--- src/rtl/maquina_de_cafe_fsm.sv ---
// Coffee/tea vending controller: coin -> water check -> selection -> payment -> timed dispense.
// Moore action code on out; change is returned when coffee is paid with a 10 coin.
module maquina_de_cafe_fsm (
  input  logic       clk,
  input  logic       rst,
  input  logic       hm,
  input  logic       ha,
  input  logic       bp,
  input  logic       bc,
  input  logic       bt,
  input  logic       hc,
  input  logic       md,
  input  logic       mc,
  output logic [2:0] out
);

  typedef enum logic [3:0] {
    IDLE        = 4'b0000,
    CHK_AGUA    = 4'b0001,
    SELECCION   = 4'b0010,
    CHK_CAFE    = 4'b0011,
    PAGO_TE     = 4'b0100,
    PAGO_CAFE   = 4'b0101,
    SERVIR_TE   = 4'b0110,
    SERVIR_CAFE = 4'b0111,
    DEVOLVER    = 4'b1000
  } state_t;

  state_t     state, nxt;
  logic [2:0] cnt;
  logic       chg;
  logic       serving;

  assign serving = (state == SERVIR_TE) || (state == SERVIR_CAFE);

  always_ff @(posedge clk) begin
    if (rst) begin
      state <= IDLE;
      cnt   <= 3'd0;
      chg   <= 1'b0;
    end else begin
      state <= nxt;
      // counter sits at 0 outside dispense, so entry always starts from 0
      cnt   <= serving ? cnt + 3'd1 : 3'd0;
      if (nxt == IDLE)
        chg <= 1'b0;
      else if (state == PAGO_CAFE && md)
        chg <= 1'b1;
      else if (state == PAGO_CAFE && mc)
        chg <= 1'b0;
    end
  end

  always_comb begin
    nxt = state;
    case (state)
      IDLE:      if (hm) nxt = CHK_AGUA;
      CHK_AGUA:  nxt = ha ? SELECCION : DEVOLVER;
      SELECCION: begin
        if (bp && bc)      nxt = CHK_CAFE;
        else if (bp && bt) nxt = PAGO_TE;
      end
      CHK_CAFE:  nxt = hc ? PAGO_CAFE : DEVOLVER;
      PAGO_CAFE: if (md || mc) nxt = SERVIR_CAFE;
      PAGO_TE: begin
        if (md)      nxt = SERVIR_TE;
        else if (mc) nxt = DEVOLVER;
      end
      SERVIR_TE, SERVIR_CAFE: if (cnt == 3'd7) nxt = IDLE;
      DEVOLVER:  nxt = IDLE;
      default:   nxt = IDLE;
    endcase
  end

  always_comb begin
    out = 3'b000;
    case (state)
      CHK_AGUA, SELECCION, CHK_CAFE, PAGO_CAFE, PAGO_TE: out = 3'b001;
      SERVIR_CAFE: out = chg ? 3'b111 : 3'b010;
      SERVIR_TE:   out = 3'b011;
      DEVOLVER:    out = 3'b111;
      default:     out = 3'b000;
    endcase
  end

endmodule

--- config.mk ---
export PLATFORM = sky130hd
export DESIGN_NAME = maquina_de_cafe_fsm
export DESIGN_NICKNAME = d
export VERILOG_FILES = /design/src/rtl/maquina_de_cafe_fsm.sv
export SDC_FILE = /design/constraint.sdc
export NUM_CORES = 1
export LEC_CHECK = 0
export CAP_MARGIN = 20
export CORE_MARGIN = 4
export CORE_UTILIZATION = 42
export DETAILED_ROUTE_END_ITERATION = 7
export GPL_TIMING_DRIVEN = 0
export PLACE_DENSITY = 0.71
export SLEW_MARGIN = 30
export SYNTH_ARGS = -nofsm -noshare
export SYNTH_HDL_FRONTEND = slang
export SYNTH_SLANG_ARGS = --single-unit
--- constraint.sdc ---
create_clock -name clk -period 1.5 [get_ports clk]
set_input_delay 0.225 -clock clk [delete_from_list [all_inputs] [get_ports clk]]
set_output_delay 0.225 -clock clk [all_outputs]
set_load 0.01 [all_outputs]
# Word level (Yosys, flattened, before mapping)
# Index checks and enable logic that the tools add are counted.
# totals
word_cells	41
input_bits	10
regBits	8
out_inout_bits	3
# classes
n_reduce_logical	13
n_eq_ne	9
bitwise	1
mux	14
n_addsub	1
# ops
operator	n
$mux W4	9
$pmux W4 S7	1
$eq A4 B3 Y1 const B	4
$pmux W3 S4	1
$eq A4 B2 Y1 const B	2
$logic_not A4 Y1	2
$reduce_or A2 Y1	3
$reduce_or A5 Y1	1
$eq A4 B1 Y1 const B	1
$eq A4 B4 Y1 const B	1
$logic_and A1 B1 Y1	4
$add A3 B1 Y3 const B	1
$eq A3 B3 Y1 const B	1
$mux W3	1
$logic_or A1 B1 Y1	2
$mux W1	2
$reduce_bool A2 Y1	1
$not A1 Y1	1

# Longest topological paths before layout
# Gate-level depths: netlist of run 1.
# logic_depth
ltp_word	6
depth_mapped	5
depth_no_buf	5

# Worst setup path before layout of run 1
# Ideal clock, no wire load.
# synth_path
path_kind	register to register
start	register state[1]
end	register chg
arrival_time_ps	1321
path_stages_with_launch	5
path_slack_ps	76
path_buffers	0
t_required_ps	1397
setup_time_ps	103
path_cell_list	dfxtp_1 > mux2_4 > nor4b_2 > nor4b_1 > a2111oi_2
# synth_via
elab_chain_cells	5
elab_cells_between_ends	23
classes_between	eq/ne (7); mux (9); reduce/logical (7)
# synth_lines
item	line_no	text
start, declared	29	state_t state, nxt;
start signal, assigned	42	state <= nxt;
$eq A4 B3 Y1, or another cell as far along	56	case (state)
$reduce_or A2 Y1, or another cell as far along	56	
$pmux W4 S7	56	
$logic_not A4 Y1	45	if (nxt == IDLE)
$reduce_or A2 Y1 (no source line)	-	
end signal, assigned	46	chg <= 1'b0;
end signal, assigned	48	chg <= 1'b1;
end signal, assigned	50	chg <= 1'b0;
end, declared	31	logic chg;
# Parallel ways exist; a longest one is shown, timed or not.
# A chain may end at the register's enable or synchronous reset.

# Worst setup path in the final report of run 1
# layout_path
start	register state[1]
end	output port out[0]
# layout_via
elab_chain_cells	3
elab_cells_between_ends	10
classes_between	eq/ne (8); mux (1); reduce/logical (1)
# layout_lines
item	line_no	text
$eq A4 B3 Y1, or another cell as far along	77	case (state)
$reduce_or A5 Y1	77	
$pmux W3 S4 *	77	
end, declared	14	output logic [2:0] out
# Mark *: on every way between the ends. The rest lies on a longest branch, timed or not.

==> results of run 1 <==
-- flip-flops by register name, summed over array words and instances (netlist names) --
| name | count |
|---|---|
| chg | 1 |
| state | 4 |
| cnt | 3 |
-- through the flow --
step / power, W / cells / setup WS [ps]
floorplan: 0.000301 / 66 / 75.6
global placement: 0.000356 / 93 / -348
detailed placement: 0.000357 / 93 / -379
CTS: 0.000554 / 104 / -5.38
global route: 0.000589 / 105 / -74.0
finish: 0.000569 / 105 / 16.1
-- layout by cell type (no fill, tap or decap), types with 2 or more instances in the layout --
cell             n
a21oi_1          2
a221oi_2         2
and2_1           2
buf_12           2
buf_2            3
buf_4            8
buf_6            2
clkbuf_4         3
clkdlybuf4s50_1  9
dfxtp_1          4
dfxtp_4          3
ha_1             2
nand2_1          7
nand3b_1         3
nor2_1           4
nor2b_1          2
nor3_1           3
nor4b_4          2
o21ai_1          2
-- path summary, 6_finish.rpt --
path	to	from	slack, ps
worst min register to register	cnt[0]	cnt[0]	430
worst min-delay path	cnt[0]	cnt[0]	430
worst max register to register	chg	state[2]	30
worst max-delay path	out[0]	state[1]	20
-- metal layers --
metal	up-vias	global-route usage, %	wire length, um
li1	298	-	-
met1	281	21.4	635
met2	29	31.2	825
met3	8	5.98	138
met4	0	9.94	56
met5	-	0	0
-- critical path, stage by stage (launching register included) --
cell      delay, ps
dfxtp_4         360
buf_8           140
nand2_4          60
o21ai_2          50
a221oi_2        210
buf_2           170
-- cell families (layout without fill, tap and decap cells) --
logic type               after synthesis  in the layout
AND/OR/NAND/NOR                       37             37
AO/OA/AOI/OAI                         13             13
flip-flops                             8              8
buffers and inverters                  5             29
adder cells (fa/ha/maj)                2              2
multiplexers                           1              1
-- cell type report --
| type | instances | area [um2] |
|---|---|---|
| clock buffers | 3 | 22.5 |
| fillers | 99 | 382 |
| repair buffers | 21 | 185 |
| inverters | 1 | 8.76 |
| well taps | 15 | 18.8 |
| multi-input cells | 53 | 438 |
| flip-flops and latches | 8 | 173 |
| plain buffers | 4 | 57.6 |
-- where the power goes --
| part | switching (W) | total, W | internal (W) | leakage, nW |
|---|---|---|---|---|
| Sequential | 0.0000124 | 0.000229 | 0.000217 | 0.0675 |
| Combinational | 0.0000713 | 0.000166 | 0.0000943 | 0.283 |
| Clock | 0.0000817 | 0.000174 | 0.0000921 | 0.0138 |
| Total | 0.000165 | 0.000569 | 0.000403 | 0.364 |
-- what timing repair did --
item,in CTS,in global routing
buffers inserted,8,1
cloned,0,0
endpoints found under the setup margin,4,5
pin swaps,7,3
endpoints found under the hold margin,0,0
hold buffers,0,0
resized for setup,36,8
==> metrics, run 1 <==
run status=finished, final reports clean; RSZ-0062 raised after global routing=yes; Die Wd=roughly 45 um; Core ar.=1280 um2; # setup viols final=0; Hold WC Path Type=reg2reg; Worst EP required=1270 ps; setup TNS=0 ps; CTS tree=yes; Starting Density=44.4%; final instance area=903 um2; Mean Syn Cell Area=8.64 um2; largest net degree at the start of global routing=11; Arrival @ worst endpoint=1260 ps; Synth Area in XOR/XNOR=0%; Yosys cell types=31; layout cells sized above 1=42.2%; Max Clock Skew=11.4 ps; Area contributors post-synth=dfxtp_1 (28%), nand2_1 (5.3%), nor4b_2 (5.3%); Main synth FF type=dfxtp_1; Cells after Synth=66; critical path startpoint category=flop; RD Place Congestion=approximately 0.8; die area=2010 um2; final global-route overflow total=0; Post-synth top cells=dfxtp_1 (8), nand2_1 (8), nor2_1 (5), nor3_1 (5); Post-Synth Simple-Gate Area=between 40% and 50%; top cell type by total area after synthesis=dfxtp_1; Final nets=104; crit-path max FO=7; clock latency on the worst-skew pair=270 ps; clock slew at reported path FFs=60 ps; Syn Nets=78; TritonRoute pass-1 iters=4; reg2reg path depth=6; largest family of logic cells by synthesized area=simple AND/OR/NAND/NOR gates; number of clock sinks=8; Least-Margin Pin Slew=356 ps; Die H=between 40 and 50 um; global-route wire length before repair=2750 um; Port Buf Inserts=12; clk root buf=clkbuf_4; Hold Path Depth=1; Fin. Hold Viols=0; htree depth=1; crit share post-route=a little over nine tenths; fraction of registers with async set/reset=0%; diode count=0; Crit Path Category=reg2out; Detailed Route WL=roughly 1700 um; flops & latches, synth=8; top cell type's share of synthesized area=28.1%; GR Util All Layers=18.8%; vias per cell=between 5 and 6; Final ANT Viol Nets=0; Max Freq=between 600 and 700 MHz; worst vdd ir=0.000444 V; Min Hold Slack=427 ps; leak pwr=0.364 nW; CTS Buf Count=3; synthesis-to-finish area growth=58.3%; via count=616; Slew HR=approximately three quarters; starting DRC count in detailed routing=5; synthesized cell area=571 um2; number of flops mapped to enable cells by yosys=0; Period minus WS final=1480 ps; mux share of post-synthesis cell area=2.63%; initial antenna violation count=0; Post-Synth Adder-Cell Area=between 4 and 5%; Seq/Total Area, Yosys=approximately 28%; WL/cell=15.8 um; DR DRC count=0; Longest Clk Path Bufs=2; placed cell area=709 um2; final core occ=70.3%; vias in the first global route=623; max-slew violations=0; post-DP HPWL=1030 um; PwrDens=around 630 nW/um2; Ys Warns=0; Compound-Gate Fraction of Synth Area=16.0%; IO Pins=13; # rows=13; Max-Cap Viols=0; CP Capture Type=output pin
No activity file was read; power rests on OpenSTA's default activity.
==> inputs of run 2 (changes only) <==
Settings changed: MAX_ROUTING_LAYER from default to met4.
==> results of run 2 <==
Same layout as run 1: the final DEF is identical, and so are final timing and power.
Main changes from that run: final weighted congestion in routability-driven placement 0.802 -> 0.814; overall routing resource usage 18.8% -> 19.4%
